## src/rtl/regfile_wb_arbiter_if.sv

```systemverilog
// Writeback bus between NUM_REQ requesters and the register-file write port.
// The slave side is the arbiter; the master side is whoever drives the requests.
interface regfile_wb_arbiter_if #(
    parameter int NUM_REQ = 2,
    parameter int XLEN    = 32
);
    localparam int IDX_W = $clog2(NUM_REQ);

    typedef struct packed {
        logic            enable;
        logic [4:0]      which_register;
        logic [XLEN-1:0] value;
    } reg_write_control_t;

    logic [NUM_REQ-1:0] req_valid;
    logic [4:0]         req_reg   [NUM_REQ];
    logic [XLEN-1:0]    req_value [NUM_REQ];
    logic [NUM_REQ-1:0] req_ready;
    reg_write_control_t write_control;
    logic [IDX_W-1:0]   wc_src;
    logic               wc_valid;

    modport slave (
        input  req_valid, req_reg, req_value,
        output req_ready, write_control, wc_src, wc_valid
    );

    modport master (
        output req_valid, req_reg, req_value,
        input  req_ready, write_control, wc_src, wc_valid
    );
endinterface

```

## src/rtl/regfile_wb_arbiter.sv

```systemverilog
// Round-robin arbiter sharing the register file's single write port between
// NUM_REQ writeback requesters; the winning write is registered for one cycle.
module regfile_wb_arbiter #(
    parameter int  NUM_REQ = 2,
    parameter int  XLEN    = 32,
    localparam int IDX_W   = $clog2(NUM_REQ)
) (
    input logic                 clk,
    input logic                 rst,
    regfile_wb_arbiter_if.slave wb_io
);

    logic [IDX_W-1:0]   ptr_q, ptr_d;
    logic [IDX_W-1:0]   gnt_idx;
    logic [IDX_W-1:0]   cand;
    logic               gnt_any;
    logic               take;
    logic [NUM_REQ-1:0] ready;

    logic               wc_enable_q, wc_enable_d;
    logic [4:0]         wc_reg_q,    wc_reg_d;
    logic [XLEN-1:0]    wc_value_q,  wc_value_d;
    logic [IDX_W-1:0]   wc_src_q,    wc_src_d;
    logic               wc_valid_q,  wc_valid_d;

    // Scan from the priority pointer and take the first valid requester.
    always_comb begin : rr_scan
        gnt_any = 1'b0;
        gnt_idx = '0;
        cand    = '0;
        for (int k = 0; k < NUM_REQ; k++) begin
            cand = IDX_W'((int'(ptr_q) + k) % NUM_REQ);
            if (!gnt_any && wb_io.req_valid[cand]) begin
                gnt_any = 1'b1;
                gnt_idx = cand;
            end
        end
    end

    // No handshake completes while reset is held, even before the first edge.
    assign take = gnt_any && !rst;

    for (genvar gi = 0; gi < NUM_REQ; gi++) begin : g_ready
        assign ready[gi] = take && (gnt_idx == IDX_W'(gi));
    end

    assign wb_io.req_ready = ready;

    always_comb begin : next_state
        ptr_d       = ptr_q;
        wc_enable_d = 1'b0;
        wc_valid_d  = 1'b0;
        wc_reg_d    = wc_reg_q;
        wc_value_d  = wc_value_q;
        wc_src_d    = wc_src_q;
        if (take) begin
            ptr_d       = (gnt_idx == IDX_W'(NUM_REQ - 1)) ? '0 : gnt_idx + 1'b1;
            wc_reg_d    = wb_io.req_reg[gnt_idx];
            wc_value_d  = wb_io.req_value[gnt_idx];
            wc_src_d    = gnt_idx;
            wc_valid_d  = 1'b1;
            // Writes to x0 are consumed but never reach the register file.
            wc_enable_d = (wb_io.req_reg[gnt_idx] != 5'd0);
        end
    end

    always_ff @(posedge clk or posedge rst) begin
        if (rst) begin
            ptr_q       <= '0;
            wc_enable_q <= 1'b0;
            wc_reg_q    <= '0;
            wc_value_q  <= '0;
            wc_src_q    <= '0;
            wc_valid_q  <= 1'b0;
        end else begin
            ptr_q       <= ptr_d;
            wc_enable_q <= wc_enable_d;
            wc_reg_q    <= wc_reg_d;
            wc_value_q  <= wc_value_d;
            wc_src_q    <= wc_src_d;
            wc_valid_q  <= wc_valid_d;
        end
    end

    assign wb_io.write_control = {wc_enable_q, wc_reg_q, wc_value_q};
    assign wb_io.wc_src        = wc_src_q;
    assign wb_io.wc_valid      = wc_valid_q;

endmodule
```

## src/flat_wrapper.sv

```systemverilog
// flat-port wrapper written by rule: the top's interface ports become plain ports
module regfile_wb_arbiter_flat 
#(
    parameter int  NUM_REQ = 2,
    parameter int  XLEN    = 32,
    localparam int IDX_W   = $clog2(NUM_REQ)
)
  (clk, rst, wb_io_req_valid, wb_io_req_reg, wb_io_req_value, wb_io_req_ready, wb_io_write_control, wb_io_wc_src, wb_io_wc_valid);
  regfile_wb_arbiter_if #(.NUM_REQ(NUM_REQ), .XLEN(XLEN)) wb_io_i ();
  input logic clk;
  input logic rst;
  input wire logic [$bits(wb_io_i.req_valid)-1:0] wb_io_req_valid;
  input wire logic [$bits(wb_io_i.req_reg)-1:0] wb_io_req_reg;
  input wire logic [$bits(wb_io_i.req_value)-1:0] wb_io_req_value;
  output wire logic [$bits(wb_io_i.req_ready)-1:0] wb_io_req_ready;
  output wire logic [$bits(wb_io_i.write_control)-1:0] wb_io_write_control;
  output wire logic [$bits(wb_io_i.wc_src)-1:0] wb_io_wc_src;
  output wire logic [$bits(wb_io_i.wc_valid)-1:0] wb_io_wc_valid;
  assign wb_io_i.req_valid = wb_io_req_valid;
  assign wb_io_i.req_reg = {>>{wb_io_req_reg}};
  assign wb_io_i.req_value = {>>{wb_io_req_value}};
  assign wb_io_req_ready = wb_io_i.req_ready;
  assign wb_io_write_control = wb_io_i.write_control;
  assign wb_io_wc_src = wb_io_i.wc_src;
  assign wb_io_wc_valid = wb_io_i.wc_valid;
  regfile_wb_arbiter #(.NUM_REQ(NUM_REQ), .XLEN(XLEN)) u_core (.clk(clk), .rst(rst), .wb_io(wb_io_i));
endmodule
```

## config.mk

```make
export PLATFORM = sky130hd
export DESIGN_NAME = regfile_wb_arbiter_flat
export DESIGN_NICKNAME = d
export VERILOG_FILES = /design/src/rtl/regfile_wb_arbiter_if.sv /design/src/rtl/regfile_wb_arbiter.sv /design/src/flat_wrapper.sv
export SDC_FILE = /design/constraint.sdc
export NUM_CORES = 1
export LEC_CHECK = 0
export BUFFER_PORTS_ARGS = -buffer_cell sky130_fd_sc_hd__buf_2
export CELL_PAD_IN_SITES_DETAIL_PLACEMENT = 0
export CELL_PAD_IN_SITES_GLOBAL_PLACEMENT = 2
export CORE_MARGIN = 10
export CORE_UTILIZATION = 22
export CTS_CLUSTER_DIAMETER = 50
export CTS_CLUSTER_SIZE = 28
export DETAILED_ROUTE_END_ITERATION = 7
export PLACE_DENSITY_LB_ADDON = 0.05
export SYNTH_ARGS = -nofsm -noshare
export SYNTH_HDL_FRONTEND = slang
export SYNTH_SLANG_ARGS = --single-unit
```

## constraint.sdc

```tcl
create_clock -name clk -period 1.35 [get_ports clk]
set_input_delay 0 -clock clk [delete_from_list [all_inputs] [get_ports clk]]
set_output_delay 0 -clock clk [all_outputs]
set_load 0.02 [all_outputs]
```

; ---- Yosys cells after proc, flatten, opt, wreduce, memory -nomap -nowiden
; Cells that the tools add are included.
[totals]
ff_bits = 41
wordCells = 37
out_inout_bits = 42
[classes]
bitwise = 2
reduce_logical = 7
n_lt_le_gt_ge = 3
muxes = 17
add_sub_neg = 2
[ops]
columns = op, n
row1 = 2-to-1 mux 32 bit, 3
row2 = 2-to-1 mux 5 bit, 3
row3 = 2-to-1 mux 1 bit, 11
row4 = nonzero test 5 bit, 1
row5 = logical AND 1 bit, 4
row6 = < comparator 1 x 2 -> 1 bit (second input constant), 2
row7 = adder 1 bit (second input constant), 2
row8 = >= comparator 2 bit (second input constant), 1
row9 = logical NOT 1 bit, 2
row10 = NOT 1 -> 2 bit, 1
row11 = NOT 1 bit, 1

; ---- Longest topological paths before layout
[logic_depth]
ltp_word = 12
mapped_depth = 6
ltp_nobuf = 4

; ---- Worst setup path before layout
; No wires, ideal clock.
[synth_path]
kind = register to register
from = register u_core.ptr_q
to = register u_core.wc_value_q[20]
setup_slack_ns = 0.025
n_path_buf = 1
stages_incl_launch_ff = 5
t_arrival_ns = 1.199
period_less_slack_ns = 1.325
path_cell_list = dfrtp_1 -> and2b_4 -> nor3_4 -> buf_6 -> a221o_1
[synth_between]
elab_chain_len = 10
word_cells_on_any_way = 16
[synth_lines]
columns = item, line_no
row1 = "start, declared", regfile_wb_arbiter.sv:13  ; logic [IDX_W-1:0] ptr_q, ptr_d;
row2 = "start signal, assigned", regfile_wb_arbiter.sv:76  ; ptr_q <= ptr_d;
row3 = 2-to-1 mux 1 bit (implied by the code) (2 in a row), regfile_wb_arbiter.sv:33  ; if (!gnt_any && wb_io.req_valid[cand]) begin
row4 = 2-to-1 mux 1 bit, regfile_wb_arbiter.sv:33
row5 = logical NOT 1 bit, regfile_wb_arbiter.sv:33
row6 = logical AND 1 bit, regfile_wb_arbiter.sv:33
row7 = 2-to-1 mux 1 bit, regfile_wb_arbiter.sv:33
row8 = NOT 1 -> 2 bit (implied by the code), regfile_wb_arbiter.sv:59  ; wc_value_d = wb_io.req_value[gnt_idx];
row9 = 2-to-1 mux 32 bit (implied by the code) (3 in a row), regfile_wb_arbiter.sv:59
row10 = "end signal, assigned", regfile_wb_arbiter.sv:79  ; wc_value_q <= wc_value_d;
row11 = "end, declared", regfile_wb_arbiter.sv:22  ; logic [XLEN-1:0] wc_value_q, wc_value_d;
; Several ways; a longest one is shown, not always the timed one. The select of a mux whose other input is x is not followed.
; A chain may end at the register's enable or synchronous reset.

; ---- Final worst setup path
[layout_path]
from = register u_core.ptr_q
to = register u_core.wc_value_q[30]
; The elaborated chain is that of the path after synthesis.

==> key figures <==
Synth
  – Area leader, netlist: dfrtp_1
  – FF+latch count, synth: 41
  – Syn Area/Cell: 12.4 sq um
  – Synth unique cells: 25
  – Synth top area share: 54.4%
  – Post-synthesis cell count: 152
  – Register area share after synthesis: 54.4%
  – Post-Syn Area: approximately 1900 sq um
  – Synth Net Count: between 200 and 250
  – Synth area leaders: dfrtp_1, a221o_1, and2_1
  – Synth Warn #: 0

Routing
  – Detail-routed net length per standard cell: 17.0 um
  – Antenna-violating nets left: 0
  – Drt total wl: between 7000 and 8000 um
  – DR vias: 2,043
  – Routed vias/inst: approximately 4.4
  – Iteration-0 DRC Markers: around 100
  – Detailed-router iteration count before antenna repair: 4
  – DRC: 0

Cells and area
  – Post-layout nets: 436
  – Layout cells sized above 1: 42.9%
  – Layout area overhead: 90.8%
  – N_diodes: 0
  – Post-layout util: 43.4%

Critical path
  – Required @ worst endpoint: about 1500 ps
  – CP delay by family, top: buffers and inverters
  – Worst path bufs/invs: 2
  – Crit-path cells: buf_4 > a21boi_2 > and2_4 > bufbuf_16 > a221o_1
  – CP startpoint kind: flop
  – R2r endpoint: u_core.wc_value_q[30]
  – Worst reg2reg path startpoint: u_core.ptr_q
  – Crit-path max FO: 10
  – Slowest cell on crit path: dfrtp_1
  – Max incr delay on CP: approximately 350 ps
  – Crit Path Class: flop to flop
  – Worst Path Arrival: 1570 ps
  – Crit. End Element: flop
  – Worst r2r path cells: 5
  – R2R setup slack: -40 ps

Clocking
  – Worst skew pair latency: 290 ps
  – Total CTS buffers: 5
  – Sink Count: 41
  – Max Buffers Root-to-Sink: 2
  – TritonCTS clock tree: built
  – Root Driver: clkbuf_8
  – H-tree Lvls: 2
  – Clock-pin slew on the worst setup and hold paths: 90 ps

Run status
  – Outcome: complete, but fails checks
  – Failing checks: setup timing

Power
  – Gate power share: 34.1%
  – Sw Pwr: 1.13 mW
  – Clk network pwr share: 24.8%
  – Sequential share of power: about two fifths
  – Leak Pwr: 1.76 nW
  – Worst vdd rail ir drop: 363 uV
  – Power Density: 1010 nW/um^2
  – Switching Share: 31.1%
  – Internal power: 2.50 mW

GRT
  – Overflow after GRT: 0
  – GRT Total Usage: approximately an eighth
  – First-pass GRT wire length: between 10,000 and 15,000 um
  – Initial antenna violation count: 0
  – Vias in the first global route: approximately 2,300
  – Maximum number of pins on one net before global-route repair: between 40 and 50

Timing
  – Actual slew at the worst max-slew pin: between 500 and 600 ps
  – Final period utilization: 103%
  – Fin crit period: between 1000 and 1500 ps
  – Final WS setup: -43.6 ps
  – Unrepaired setup endpoints after global routing: true
  – Final setup violation count: 20
  – Final hold vios: 0
  – Max_slew headroom: about 63%
  – Hold slack: between 10 and 15 ps
  – Maximum clock rate: 0.718 GHz
  – Fin. max-slew vios: 0
  – Clock skew: 7.17 ps

Worst hold path
  – Hold Path Cell Cnt: 3
  – Worst hold path class: input pin to flop
  – Worst Min Path Start: wb_io_req_reg[8]
  – Worst hold endpoint: u_core.wc_reg_q[3]

Floorplan
  – DIE AREA: between 10,000 and 15,000 sq um
  – # IOs: 120
  – Core Area: 8300 sq um
  – Starting density of the core: 22.7%
  – Rows: 33
  – Die height: 113 um
  – DIE WIDTH: 113 um

Place
  – Port Buffer Count: 119
  – HPWL reported at the end of detailed placement: 5160 um
  – RePlAce Congestion: 0.702

Job
  – Max cap viols: 0
-- cell usage after synthesis (all sizes together) --
cell type,count
nand3,4
o32ai,1
clkbuf,2
and2b,1
buf,10
a32oi,1
a21oi,1
a21o,2
a221o,32
nand2b,1
nor3,2
a31oi,4
o21ai,5
and2,33
nand2,1
a21boi,1
nor2,4
dfrtp,41
o21bai,1
inv,3
or4,2
-- sequential cells by signal (all words and copies together) (netlist names) --
| name | cells |
|---|---|
| u_core.wc_value_q | 32 |
| u_core.wc_enable_q | 1 |
| u_core.wc_reg_q | 5 |
| u_core.wb_io.wc_valid | 1 |
| u_core.ptr_q | 1 |
| u_core.wb_io.wc_src | 1 |
-- routing by layer --
metal  GRT usage (%)  wire (um)  vias to the layer above
li1                -          -                      997
met1            14.0       3490                      958
met2            20.4       3810                       83
met3            3.99        531                        5
met4            2.79         45                        0
met5               0          0                        -
-- how the worst max path moves through the flow --
stage,endpoint,cells past startpoint,start
6_report,u_core.wc_value_q[30],5,u_core.ptr_q
5_1_grt,u_core.wc_value_q[23],5,u_core.ptr_q
4_1_cts,wb_io_req_ready[0],5,u_core.ptr_q
3_5_place_dp,u_core.wc_value_q[4],4,u_core.ptr_q
3_3_place_gp,u_core.wc_value_q[31],4,u_core.ptr_q
2_1_floorplan,u_core.wc_value_q[20],4,u_core.ptr_q
-- final cells by class --
cell class                      instances  area (sq um)
Multi-Input combinational cell         96           738
Tap cell                              105           131
Timing Repair Buffer                  211          1590
Clock buffer                            7          96.3
Fill cell                             813          4700
Clock inverter                          1          5.00
Sequential cell                        41          1030
Inverter                                3          11.3
-- power by group through the flow --
stage / sequential (mW) / combinational, mW / clock, mW
3_3_place_gp: 1.51 / 1.02 / 0
6_report: 1.49 / 1.23 / 0.898
4_1_cts: 1.49 / 1.23 / 0.940
5_1_grt: 1.52 / 1.34 / 0.975
3_5_place_dp: 1.51 / 1.02 / 0
2_1_floorplan: 1.73 / 0.373 / 0
-- metrics by stage --
| stage | TNS [ps] | power, mW | worst slack (ps) | cell area (sq um) | instances |
|---|---|---|---|---|---|
| after floorplan | 0 | 2.10 | 25.5 | 1890 | 152 |
| after global placement | 0 | 2.54 | 34.9 | 2620 | 375 |
| after detailed placement | -3.89 | 2.53 | -3.89 | 2620 | 375 |
| after CTS | -195 | 3.66 | -24.3 | 3540 | 460 |
| after global routing | -2150 | 3.84 | -119 | 3600 | 464 |
| final | -633 | 3.62 | -43.6 | 3600 | 464 |
-- placed cells by master, fill, tap and decap left out, drive strengths merged, types with 2 or more instances in the layout --
master	n
buf	136
dlygate4sd3	73
dfrtp	41
and2	33
a221o	32
clkbuf	8
o21ai	5
nand3	4
nor2	4
a31oi	4
inv	3
or4	2
a21o	2
nor3	2
-- repair_timing --
item,4_1_cts,5_1_grt
hold buffers,73,0
hold endpoints to repair,77,0
endpoints found under the setup margin,5,34
resized for setup,8,4
buffers inserted,3,2
cloned,1,2
pin swaps,2,12
-- worst register-to-register path, delay by kind of cell, from the launching register on --
kind,cells,cell delay (ps)
compound gates,2,350
buf+inv,2,400
simple gates,1,190
flops,1,350
-- cell families (layout without fill, tap and decap cells) --
logic type	after synthesis	count (layout)	synth area share, %
and+or+nand+nor	48	48	15.9
buffers and inverters	15	222	6.44
DFF	41	41	54.4
AOI/OAI and AO/OA	48	48	23.2
Power figures use the tool's default switching activity.
